[src/rtl/mux_pkg.sv]
// Shared select type, select constants and one-hot decode for the 4:1 mux.
// Latency: n/a (types and a pure function only).
// Backpressure: none.
package mux_pkg;

    typedef logic [1:0] sel_t;

    localparam sel_t SEL_D0 = 2'd0;
    localparam sel_t SEL_D1 = 2'd1;
    localparam sel_t SEL_D2 = 2'd2;
    localparam sel_t SEL_D3 = 2'd3;

    function automatic logic [3:0] onehot4(input sel_t sel);
        logic [3:0] oh;
        oh = 4'b0000;
        case (sel)
            SEL_D0:  oh = 4'b0001;
            SEL_D1:  oh = 4'b0010;
            SEL_D2:  oh = 4'b0100;
            SEL_D3:  oh = 4'b1000;
            default: oh = 4'b0000;
        endcase
        return oh;
    endfunction

endpackage

[src/rtl/mux_2to1.sv]
// Two-input WIDTH-bit selector; leaf of the 4:1 tree.
// Latency: combinational.
// Backpressure: none.
module mux_2to1 #(
    parameter int WIDTH = 1
) (
    input  logic [WIDTH-1:0] d0,
    input  logic [WIDTH-1:0] d1,
    input  logic             s,
    output logic [WIDTH-1:0] y
);

    assign y = s ? d1 : d0;

endmodule

[src/rtl/mux_4to1.sv]
// 4:1 data mux with combinational Y plus enable-gated registered Y_q and select one-hot.
// Latency: Y 0 cycles; Y_q / sel_onehot_q 1 cycle after an en=1 edge.
// Backpressure: none; en=0 holds the registered outputs.
module mux_4to1
    import mux_pkg::*;
#(
    parameter int WIDTH = 1
) (
    input  logic             clk,
    input  logic             rst,
    input  logic             en,
    input  logic [WIDTH-1:0] D0,
    input  logic [WIDTH-1:0] D1,
    input  logic [WIDTH-1:0] D2,
    input  logic [WIDTH-1:0] D3,
    input  logic             S0,
    input  logic             S1,
    output logic [WIDTH-1:0] Y,
    output logic [WIDTH-1:0] Y_q,
    output logic [3:0]       sel_onehot_q
);

    sel_t             sel;
    logic [WIDTH-1:0] y_lo;
    logic [WIDTH-1:0] y_hi;

    assign sel = {S1, S0};

    // S0 picks within each pair, S1 picks between the pairs.
    mux_2to1 #(.WIDTH(WIDTH)) u_mux_lo (
        .d0 (D0),
        .d1 (D1),
        .s  (S0),
        .y  (y_lo)
    );

    mux_2to1 #(.WIDTH(WIDTH)) u_mux_hi (
        .d0 (D2),
        .d1 (D3),
        .s  (S0),
        .y  (y_hi)
    );

    mux_2to1 #(.WIDTH(WIDTH)) u_mux_out (
        .d0 (y_lo),
        .d1 (y_hi),
        .s  (S1),
        .y  (Y)
    );

    always_ff @(posedge clk or posedge rst) begin
        if (rst) begin
            Y_q          <= '0;
            sel_onehot_q <= 4'b0000;
        end else if (en) begin
            Y_q          <= Y;
            sel_onehot_q <= onehot4(sel);
        end
    end

endmodule

[config.mk]
export PLATFORM = sky130hd
export DESIGN_NAME = mux_4to1
export DESIGN_NICKNAME = d
export VERILOG_FILES = /design/src/rtl/mux_pkg.sv /design/src/rtl/mux_2to1.sv /design/src/rtl/mux_4to1.sv
export SDC_FILE = /design/constraint.sdc
export NUM_CORES = 1
export LEC_CHECK = 0
export CAP_MARGIN = 10
export CORE_AREA = 4 4 41 43
export CTS_BUF_LIST = sky130_fd_sc_hd__clkbuf_4 sky130_fd_sc_hd__clkbuf_8
export DETAILED_ROUTE_END_ITERATION = 16
export DIE_AREA = 0 0 45 47
export GPL_ROUTABILITY_DRIVEN = 1
export PLACE_DENSITY = 0.52
export RECOVER_POWER = 25
export SETUP_SLACK_MARGIN = 0.05
export SLEW_MARGIN = 25
export SYNTH_ARGS = -nofsm -noshare
export SYNTH_HDL_FRONTEND = slang
export SYNTH_SLANG_ARGS = --single-unit
[constraint.sdc]
create_clock -name clk -period 0.8 [get_ports clk]
set_input_delay 0.2 -clock clk [delete_from_list [all_inputs] [get_ports clk]]
set_output_delay 0.2 -clock clk [all_outputs]
set_load 0.005 [all_outputs]
==> run_results.csv, run 1 <==
group,metric,value,unit
logic_synthesis,yosys.area_share.simple,6.95,%
worst_hold_path,min_path_type,"in2reg",
detailed_routing,wl,711,um
logic_synthesis,synth_top_area_share,53.5,%
power_and_ir_drop,p_leak,0.000241,uW
run,drv_cap,0,
clocking,postCtsHoldBufs,0,
final_layout,syn_to_final_growth,101,%
die,dieHeight,47,um
worst_setup_path,crit_path_max_incr_delay,380,ps
detailed_routing,dr.first_iter.drc_count,2,
logic_synthesis,avgSynthCellArea,10.6,sq um
final_layout,final_common_cell,"buf_2",
sta,fmax,1050,MHz
sta,rsz0062_at_grt,"yes",
detailed_routing,route.detailed.drc,0,
global_route,grt_usage,8.10,%
sta,slew_viol_final,0,
status,violations,"setup timing",
worst_hold_path,hp-start,"S1",
worst_setup_path,crit_buf_inv,1,
logic_synthesis,synth.cell_area,234,sq um
worst_setup_path,r2r-end,"sel_onehot_q[2]",
sta,skew,0,ps
detailed_routing,via_per_inst,4.25,
logic_synthesis,synthDistinctLibCells,7,
clocking,cts_made_buffers,3,
worst_setup_path,cpLargestDelayFamily,"flip-flops",
worst_setup_path,path_class,"reg2out",
final_layout,layout_common_cells,"buf_2, buf_4, dfrtp_1, inv_1, clkbuf_4",
die,die_x,45,um
worst_setup_path,worst_ep_required_time,600,ps
final_layout,drive_above_1_share,60.4,%
logic_synthesis,synthAdderAreaFrac,0,%
logic_synthesis,synth_compound_area_share,17.1,%
clocking,h-tree-depth,1,
logic_synthesis,postSynthCellCount,22,
status,status,"finished with violations",
global_route,grt_max_degree,6,
clocking,clockBufferDepth,2,
logic_synthesis,synth_xor_area_share,0,%
logic_synthesis,synth_area_leaders,"dfrtp_1, mux2i_1, o22ai_1",
sta,max_slew_margin,87.5,%
clocking,clk_latency,240,ps
final_layout,nFillCells,148,
worst_setup_path,endpoint_kind,"output port",
placement,port_buffers,14,
logic_synthesis,synth_top_family_by_area,"compound AO/OA/AOI/OAI gates",
placement,gp_congestion,0.742,
final_layout,final_util,36.2,%
clocking,clkSinkCount,5,
worst_setup_path,cp-start-kind,"register",
clocking,clk_pin_slew,40,ps
power_and_ir_drop,pwr_density_cell,1720,mW/mm^2
logic_synthesis,syn_nets,31,
detailed_routing,ant_nets,0,
power_and_ir_drop,ir_worst_vdd,0.000766,V
global_route,antenna_found_initial,0,
worst_hold_path,min_to,"sel_onehot_q[1]",
clocking,cts_root_buffer,"clkbuf_4",
worst_setup_path,ff2ff_setup_slack,70,ps
clocking,cts_tree,"done",
logic_synthesis,synth.largest_area_cell,"dfrtp_1",
logic_synthesis,ys_ff_latch,5,
worst_setup_path,worstPathMaxFanout,2,
sta,tns,-831,ps
worst_setup_path,r2r_cells,3,
logic_synthesis,yosysSeqAreaShare,53.5,%
worst_hold_path,whs_path_depth,3,
logic_synthesis,yosysWarningCount,0,
global_route,grt_pass1_wl,1120,um
die,io_pins,15,
final_layout,fin_nets,58,
global_route,grt_pass1_vias,280,
worst_setup_path,worst_ep_arrival_time,750,ps
logic_synthesis,synthMuxAreaShare,12.8,%
sta,setup_viol,6,
die,start_util,18.0,%
sta,worst_slew_pin_slew,187,ps
worst_setup_path,crit_slowest_cell,"dfrtp_1",
worst_setup_path,path_cells,"buf_2",
detailed_routing,avgRoutedWirePerCell,11.3,um
sta,setup_ws,-149,ps
die,die-area,0.00212,sq mm
sta,hold_viol,0,
detailed_routing,vias,268,
die,rows,13,
sta,min_period,949,ps
detailed_routing,detail_route.first_pass.iterations,3,
die,core,0.00130,sq mm
final_layout,antenna_cells,0,
worst_setup_path,regToRegStartpoint,"sel_onehot_q[2]",
sta,period_share,119,%
global_route,grt_overflow,0,
## layout make-up
type | instances | area (sq um) | area share, %
Clock buffer | 4 | 30.0 | 6.38
Inverter | 6 | 22.5 | 4.79
Multi-Input combinational cell | 11 | 120 | 25.5
Sequential cell | 5 | 125 | 26.6
Tap cell | 15 | 18.8 | 3.99
Timing Repair Buffer | 22 | 154 | 32.7
## cells by family (layout without fill, tap and decap cells)
family | Yosys count | in the layout
buffers and inverters | 6 | 32
AO/OA/AOI/OAI | 5 | 5
flip-flops | 5 | 5
multiplexers | 3 | 3
AND/OR/NAND/NOR | 3 | 3
## worst max path at each step
stage                    start              end  cells after the start  slack [ps]
2_1_floorplan               S1                Y                      2          60
3_3_place_gp                S1                Y                      4        -910
3_5_place_dp                S1                Y                      4        -940
4_1_cts                    Y_q              Y_q                      1        -160
5_1_grt        sel_onehot_q[1]  sel_onehot_q[1]                      1        -180
6_report                   Y_q              Y_q                      1        -150
## registers in the layout, summed over array words and instances (netlist names)
register and flops:
Y_q 1, sel_onehot_q 4
## per-stage QoR
stage               power, uW  setup WS, ps  area, sq um  instances  hold slack (ps)
floorplan                 343          61.7          234         22            -21.5
global placement          474          -909          430         56              415
detailed placement        477          -941          430         56              421
CTS                       787          -156          428         61              166
global route              864          -182          470         63              293
finish                    808          -149          470         63              281
## synthesized netlist by cell type
master    instances
nand2_1           1
mux2i_1           3
nand2b_1          2
o221ai_2          1
inv_1             6
dfrtp_1           5
o22ai_1           4
## where the power goes
group,switching (uW),internal [uW],leakage [uW],total [uW]
logic,77.5,112,0.000158,190
registers,10.8,276,0.0000643,287
clock network,109,223,0.0000184,331
total,197,611,0.000241,808
## per-layer routing
metal / wire [um] / vias up / global-route usage (%)
met1: 268 / 118 / 6.45
met3: 108 / 3 / 6.13
met5: 0 / - / 0
li1: - / 130 / -
met4: 16 / 0 / 7.02
met2: 317 / 17 / 13.0
## what timing repair did
action	4_1_cts	5_1_grt
cloned	0	0
setup buffers	1	3
setup endpoints to repair	11	7
pin swaps	1	0
resized for setup	48	5
## worst reg2reg max path, stage by stage, from the launching register on
cell	delay, ps
dfrtp_1	370
buf_4	130
inv_1	50
o22ai_1	70
Note: power is estimated with default switching activity, not from simulation.
==> run 2: changes to the inputs <==
--- a/config.mk
+++ b/config.mk
@@ -6,15 +6,14 @@
 export NUM_CORES = 1
 export LEC_CHECK = 0
 export CAP_MARGIN = 10
-export CORE_AREA = 4 4 41 43
+export CORE_AREA = 2 2 39 41
 export CTS_BUF_LIST = sky130_fd_sc_hd__clkbuf_4 sky130_fd_sc_hd__clkbuf_8
 export DETAILED_ROUTE_END_ITERATION = 16
-export DIE_AREA = 0 0 45 47
+export DIE_AREA = 0 0 41 43
 export GPL_ROUTABILITY_DRIVEN = 1
 export PLACE_DENSITY = 0.52
 export RECOVER_POWER = 25
 export SETUP_SLACK_MARGIN = 0.05
-export SLEW_MARGIN = 25
 export SYNTH_ARGS = -nofsm -noshare
 export SYNTH_HDL_FRONTEND = slang
 export SYNTH_SLANG_ARGS = --single-unit
==> run 2 against run 1 <==
Net effect:
- the run still ends with setup timing left
- fmax fell by 0.46%
- via count is 1.5% higher
- sequential power barely moved
- flip-flop and latch count unchanged
- die area down 17%
- clock skew did not move
- total power rose by 1.1%
- combinational power grew 7%
- critical path type unchanged
- critical endpoint is now sel_onehot_q[0]
==> run_results.csv, run 2 (synthesis gave the netlist of run 1 again) <==
group,metric,value,unit
power_and_ir_drop,power.switching,189,uW
power_and_ir_drop,netSwitchingFraction,23.1,%
sta,skew,0,ps
power_and_ir_drop,power_frac_clock,39.7,%
status,violations,"setup timing",
sta,slew_viol_final,0,
final_layout,syn_to_final_growth,107,%
placement,dpl.hpwl,463,um
placement,port_buffers,14,
clocking,cts_root_buffer,"clkbuf_4",
worst_setup_path,r2r_cells,3,
global_route,grt_pass1_wl,993,um
power_and_ir_drop,pwr_density_cell,1680,mW/mm^2
clocking,clkSinkCount,5,
sta,fmax,1050,MHz
detailed_routing,detail_route.first_pass.iterations,1,
global_route,grt_overflow,0,
final_layout,reg_top3,"sel_onehot_q (4), Y_q (1)",
die,die-area,0.00176,sq mm
clocking,h-tree-depth,1,
worst_setup_path,worst_ep_arrival_time,750,ps
power_and_ir_drop,cellInternalPower,628,uW
power_and_ir_drop,comb_power_share,25.0,%
die,die_x,41,um
worst_setup_path,regToRegStartpoint,"Y_q",
sta,period_share,119,%
final_layout,final_common_cell,"buf_2",
final_layout,layout_common_cells,"buf_2, buf_4, dfrtp_1",
run,drv_cap,0,
sta,max_slew_margin,87.5,%
detailed_routing,via_per_inst,4.00,
placement,pre_cts_ws,-954,ps
final_layout,fin_area,485,sq um
detailed_routing,route.detailed.drc,0,
detailed_routing,ant_nets,0,
worst_setup_path,crit_path_max_incr_delay,380,ps
die,start_util,16.9,%
power_and_ir_drop,ir_worst_vdd,0.000484,V
power_and_ir_drop,p_seq_share,35.3,%
die,core,0.00138,sq mm
clocking,clk_latency,240,ps
status,status,"finished with violations",
die,rows,14,
sta,setup_viol,6,
final_layout,largest-register,"sel_onehot_q",
die,io_pins,15,
clocking,postCtsHoldBufs,0,
detailed_routing,wl,647,um
clocking,clockBufferDepth,2,
clocking,cts_tree,"done",
worst_setup_path,endpoint_kind,"output port",
worst_setup_path,worst_ep_required_time,600,ps
detailed_routing,avgRoutedWirePerCell,9.51,um
global_route,grt_max_degree,6,
worst_hold_path,min_path_type,"in2reg",
final_layout,largest_reg_flops,4,
clocking,clk_pin_slew,40,ps
worst_setup_path,cp-start-kind,"register",
sta,rsz0062_at_grt,"yes",
final_layout,drive_above_1_share,63.5,%
worst_setup_path,crit_path_end,"sel_onehot_q[0]",
die,dieHeight,43,um
placement,place_area,432,sq um
worst_setup_path,crit_buf_inv,1,
sta,setup_ws,-154,ps
placement,gp_congestion,0.636,
worst_setup_path,crit_slowest_cell,"dfrtp_1",
final_layout,antenna_cells,0,
detailed_routing,vias,272,
worst_setup_path,r2r-end,"Y_q",
detailed_routing,dr.first_iter.drc_count,0,
worst_setup_path,worstPathMaxFanout,2,
sta,hold_viol,0,
sta,min_period,954,ps
sta,worst_slew_pin_slew,184,ps
worst_setup_path,cp.depth,1,
worst_setup_path,startpoint,"sel_onehot_q[0]",
final_layout,fin_nets,62,
global_route,grt_usage,9.05,%
clocking,cts_made_buffers,3,
worst_setup_path,cpLargestDelayFamily,"flip-flops",
global_route,grt_pass1_vias,270,
worst_setup_path,ff2ff_setup_slack,20,ps
worst_setup_path,path_class,"reg2out",
worst_setup_path,path_cells,"buf_2",
global_route,antenna_found_initial,0,
power_and_ir_drop,p_leak,0.000258,uW
[run 2: cell count changes in the layout (fill, tap and decap cells not counted), sizes merged]
cell  change
buf       +4
[run 2: layer usage]
layer / up-vias / global-route usage [%] / part of all wire (%)
met5: - / 0 / 0
met4: 0 / 8.00 / 0
met3: 0 / 5.76 / 13
met2: 15 / 12.2 / 50
met1: 121 / 9.06 / 38
li1: 136 / - / -
[run 2: cell type report]
cell class | count | area, sq um
fillers | 168 | 898
repair buffers | 26 | 191
flip-flops and latches | 5 | 125
multi-input cells | 11 | 96.3
clock buffers | 4 | 30.0
inverters | 6 | 22.5
well taps | 16 | 20.0
[run 2: worst min path at each step]
| stage | from | endpoint | cells past startpoint |
|---|---|---|---|
| after CTS | rst | sel_onehot_q[2] | 2 |
| after global placement | rst | sel_onehot_q[3] | 2 |
| after floorplan | rst | Y_q | 1 |
| after detailed placement | rst | sel_onehot_q[3] | 2 |
| after global routing | S1 | sel_onehot_q[0] | 3 |
| final | S1 | sel_onehot_q[1] | 3 |
[run 2: per-stage QoR]
stage          util (%)  hold slack, ps  setup TNS [ps]  power [uW]  std cells
3_3_place_gp       31.2             414           -4090         477         57
5_1_grt            35.1             287           -1070         866         68
2_1_floorplan         -           -21.5               0         343         22
4_1_cts            33.7             161            -871         818         67
6_report           35.1             268            -845         817         68
3_5_place_dp       31.2             421           -4080         477         57
[run 2: what timing repair did]
action | 4_1_cts | 5_1_grt
gates resized for setup | 48 | 5
pin swaps | 2 | 2
buffers inserted | 8 | 1
setup endpoints to repair | 11 | 9
[run 2: power by group through the flow]
| stage | clock network (uW) | logic, uW | registers [uW] |
|---|---|---|---|
| finish | 324 | 204 | 288 |
| global route | 349 | 226 | 291 |
| CTS | 344 | 187 | 287 |
| detailed placement | 0 | 184 | 292 |
| global placement | 0 | 185 | 291 |
| floorplan | 0 | 50.0 | 293 |
==> run 3: changes to the inputs <==
--- a/config.mk
+++ b/config.mk
@@ -5,15 +5,17 @@
 export SDC_FILE = /design/constraint.sdc
 export NUM_CORES = 1
 export LEC_CHECK = 0
+export ABC_CLOCK_PERIOD_IN_PS = 800
 export CAP_MARGIN = 10
 export CORE_AREA = 2 2 39 41
 export CTS_BUF_LIST = sky130_fd_sc_hd__clkbuf_4 sky130_fd_sc_hd__clkbuf_8
 export DETAILED_ROUTE_END_ITERATION = 16
 export DIE_AREA = 0 0 41 43
 export GPL_ROUTABILITY_DRIVEN = 1
-export PLACE_DENSITY = 0.52
+export PLACE_DENSITY = 0.54
 export RECOVER_POWER = 25
 export SETUP_SLACK_MARGIN = 0.05
 export SYNTH_ARGS = -nofsm -noshare
 export SYNTH_HDL_FRONTEND = slang
+export SYNTH_HIERARCHICAL = 1
 export SYNTH_SLANG_ARGS = --single-unit
==> run 3 against run 2 <==
Net effect:
- the flow still finishes with violations (setup timing)
- combinational power shrank 6%
- area after synthesis rose by 12%
- hold slack improved by 1.9 ps
- sequential share of layout area grew 1.4 points
- non-clock buffer count down 5
- critical endpoint is now Y
- largest cell class unchanged
==> run_results.csv, run 3 <==
group,metric,value,unit
die,die_x,41,um
sta,setup_viol,8,
die,dieHeight,43,um
die,core,0.00138,sq mm
worst_setup_path,cp-start-kind,"input pin",
worst_setup_path,ff2ff_setup_slack,-60,ps
logic_synthesis,synth_compound_area_share,6.19,%
final_layout,antenna_cells,0,
logic_synthesis,synthAdderAreaFrac,0,%
sta,rsz0062_at_grt,"yes",
final_layout,fin_area,460,sq um
clocking,clockBufferDepth,2,
logic_synthesis,yosys.area_share.simple,7.62,%
final_layout,nFillCells,163,
placement,place_area,449,sq um
final_layout,final_common_cell,"buf_2",
detailed_routing,via_per_inst,3.79,
final_layout,largest_reg_flops,4,
power_and_ir_drop,pwr_density_cell,1720,mW/mm^2
clocking,clk_pin_slew,40,ps
run,drv_cap,0,
sta,setup_ws,-374,ps
detailed_routing,wl,511,um
sta,hold_viol,0,
die,io_pins,15,
logic_synthesis,yosysSeqAreaShare,47.6,%
clocking,cts_tree,"done",
worst_setup_path,worst_ep_arrival_time,970,ps
worst_hold_path,whs_path_depth,3,
sta,period_share,147,%
logic_synthesis,postSynthCellCount,22,
global_route,grt_usage,6.86,%
logic_synthesis,synth_ff_type,"dfrtp_1",
detailed_routing,ant_nets,0,
worst_setup_path,r2r-end,"Y_q",
detailed_routing,vias,235,
sta,skew,0,ps
global_route,antenna_found_initial,0,
logic_synthesis,yosys-top-cells-count,"dfrtp_1, mux2_4, inv_1",
global_route,grt_pass1_wl,807,um
worst_setup_path,regToRegStartpoint,"Y_q",
detailed_routing,avgRoutedWirePerCell,8.24,um
logic_synthesis,synth_edf_count,0,
die,start_util,19.0,%
clocking,clk_latency,230,ps
logic_synthesis,ys_ff_latch,5,
final_layout,fin_nets,56,
die,rows,14,
power_and_ir_drop,p_leak,0.000251,uW
sta,slew_viol_final,0,
sta,min_period,1170,ps
worst_setup_path,startpoint,"S0",
worst_setup_path,worstPathMaxFanout,3,
clocking,cts_root_buffer,"clkbuf_4",
logic_synthesis,ys_async_sr_fraction,100,%
global_route,grt_overflow,0,
logic_synthesis,synth.largest_area_cell,"dfrtp_1",
logic_synthesis,synth.cell_area,263,sq um
detailed_routing,dr.first_iter.drc_count,1,
placement,port_buffers,14,
logic_synthesis,synth_top_area_share,47.6,%
power_and_ir_drop,p_total,790,uW
global_route,grt_max_degree,6,
logic_synthesis,synthDistinctLibCells,10,
final_layout,reg_top3,"sel_onehot_q (4), Y_q (1)",
sta,fmax,851,MHz
placement,gp_congestion,0.623,
detailed_routing,detail_route.first_pass.iterations,2,
logic_synthesis,yosysWarningCount,6,
worst_setup_path,r2r_cells,2,
final_layout,layout_common_cells,"buf_2, buf_4, dfrtp_1, mux2_4, clkbuf_4",
worst_setup_path,crit_path_end,"Y",
logic_synthesis,synthMuxAreaShare,28.6,%
clocking,h-tree-depth,1,
power_and_ir_drop,ir_worst_vdd,0.000512,V
worst_setup_path,path_class,"in2out",
final_layout,syn_to_final_growth,75.2,%
clocking,cts_made_buffers,3,
worst_setup_path,worst_ep_required_time,600,ps
status,status,"finished with violations",
logic_synthesis,synth_top_family_by_area,"multiplexers",
sta,max_slew_margin,86.9,%
final_layout,largest-register,"sel_onehot_q",
logic_synthesis,syn_nets,31,
detailed_routing,route.detailed.drc,0,
logic_synthesis,synth_area_leaders,"dfrtp_1, mux2_4, inv_1",
sta,worst_slew_pin_slew,197,ps
clocking,clkSinkCount,5,
global_route,grt_pass1_vias,241,
logic_synthesis,synth_xor_area_share,0,%
logic_synthesis,avgSynthCellArea,11.9,sq um
status,violations,"setup timing",
final_layout,drive_above_1_share,63.0,%
worst_setup_path,endpoint_kind,"output port",
die,die-area,0.00176,sq mm
worst_hold_path,min_path_type,"in2reg",
==> run 3: cell types whose count changed in the layout (fill, tap and decap cells not counted), moves of 2 or more <==
| cell | before | now |
|---|---|---|
| mux2_4 | 0 | 5 |
| buf_4 | 9 | 6 |
| o22ai_1 | 4 | 1 |
| buf_6 | 4 | 2 |
| mux2i_2 | 2 | 0 |
| nand2b_1 | 2 | 0 |
==> run 3: worst min path at each step <==
stage | start | to | slack [ps]
floorplan | rst | Y_q | -20
global placement | rst | sel_onehot_q[3] | 410
detailed placement | rst | sel_onehot_q[3] | 410
CTS | rst | sel_onehot_q[2] | 170
global route | S0 | sel_onehot_q[2] | 280
finish | S0 | sel_onehot_q[2] | 270
==> run 3: logic make-up after synthesis <==
logic type / after synthesis
buffers and inverters: 5
AO/OA/AOI/OAI: 3
multiplexers: 5
AND/OR/NAND/NOR: 4
flip-flops: 5
==> run 3: routing by layer <==
layer	part of all wire (%)	vias to the layer above	wire (um)	GRT usage, %
met1	41	104	212	7.84
li1	-	119	-	-
met3	8.6	0	44	2.09
met5	0	-	0	0
met4	0	0	0	6.00
met2	50	12	254	9.69
==> run 3: metrics by stage <==
stage	util [%]	setup TNS (ps)	instances	setup slack (ps)	hold slack, ps
3_3_place_gp	32.5	-4730	56	-1170	412
5_1_grt	33.3	-1410	62	-388	282
2_1_floorplan	-	-463	22	-320	-21.5
3_5_place_dp	32.5	-4830	56	-1180	410
4_1_cts	33.0	-1300	62	-378	169
6_report	33.3	-1250	62	-374	270
==> run 3: critical path, cell delays in order <==
cell and delay [ps]:
buf_8 100, mux2_4 280, mux2_4 280, buf_6 120
==> run 3: repair_timing <==
item                       CTS  global route
buffers inserted             3             2
gates resized for setup     47             3
setup endpoints to repair   11             9
hold buffers                 0             0
==> run 3: where the power goes <==
part	internal, uW	total [uW]	switching, uW
clock	221	310	89.0
sequential	278	289	10.8
combinational	128	191	63.0
total	627	790	163
==> run 3: area by class of cell <==
cell class | instances | area (sq um) | share of cell area [%]
clock buffers | 4 | 30.0 | 6.52
repair buffers | 21 | 155 | 33.7
flip-flops and latches | 5 | 125 | 27.2
well taps | 16 | 20.0 | 4.35
inverters | 4 | 15.0 | 3.26
multi-input cells | 12 | 115 | 25.0
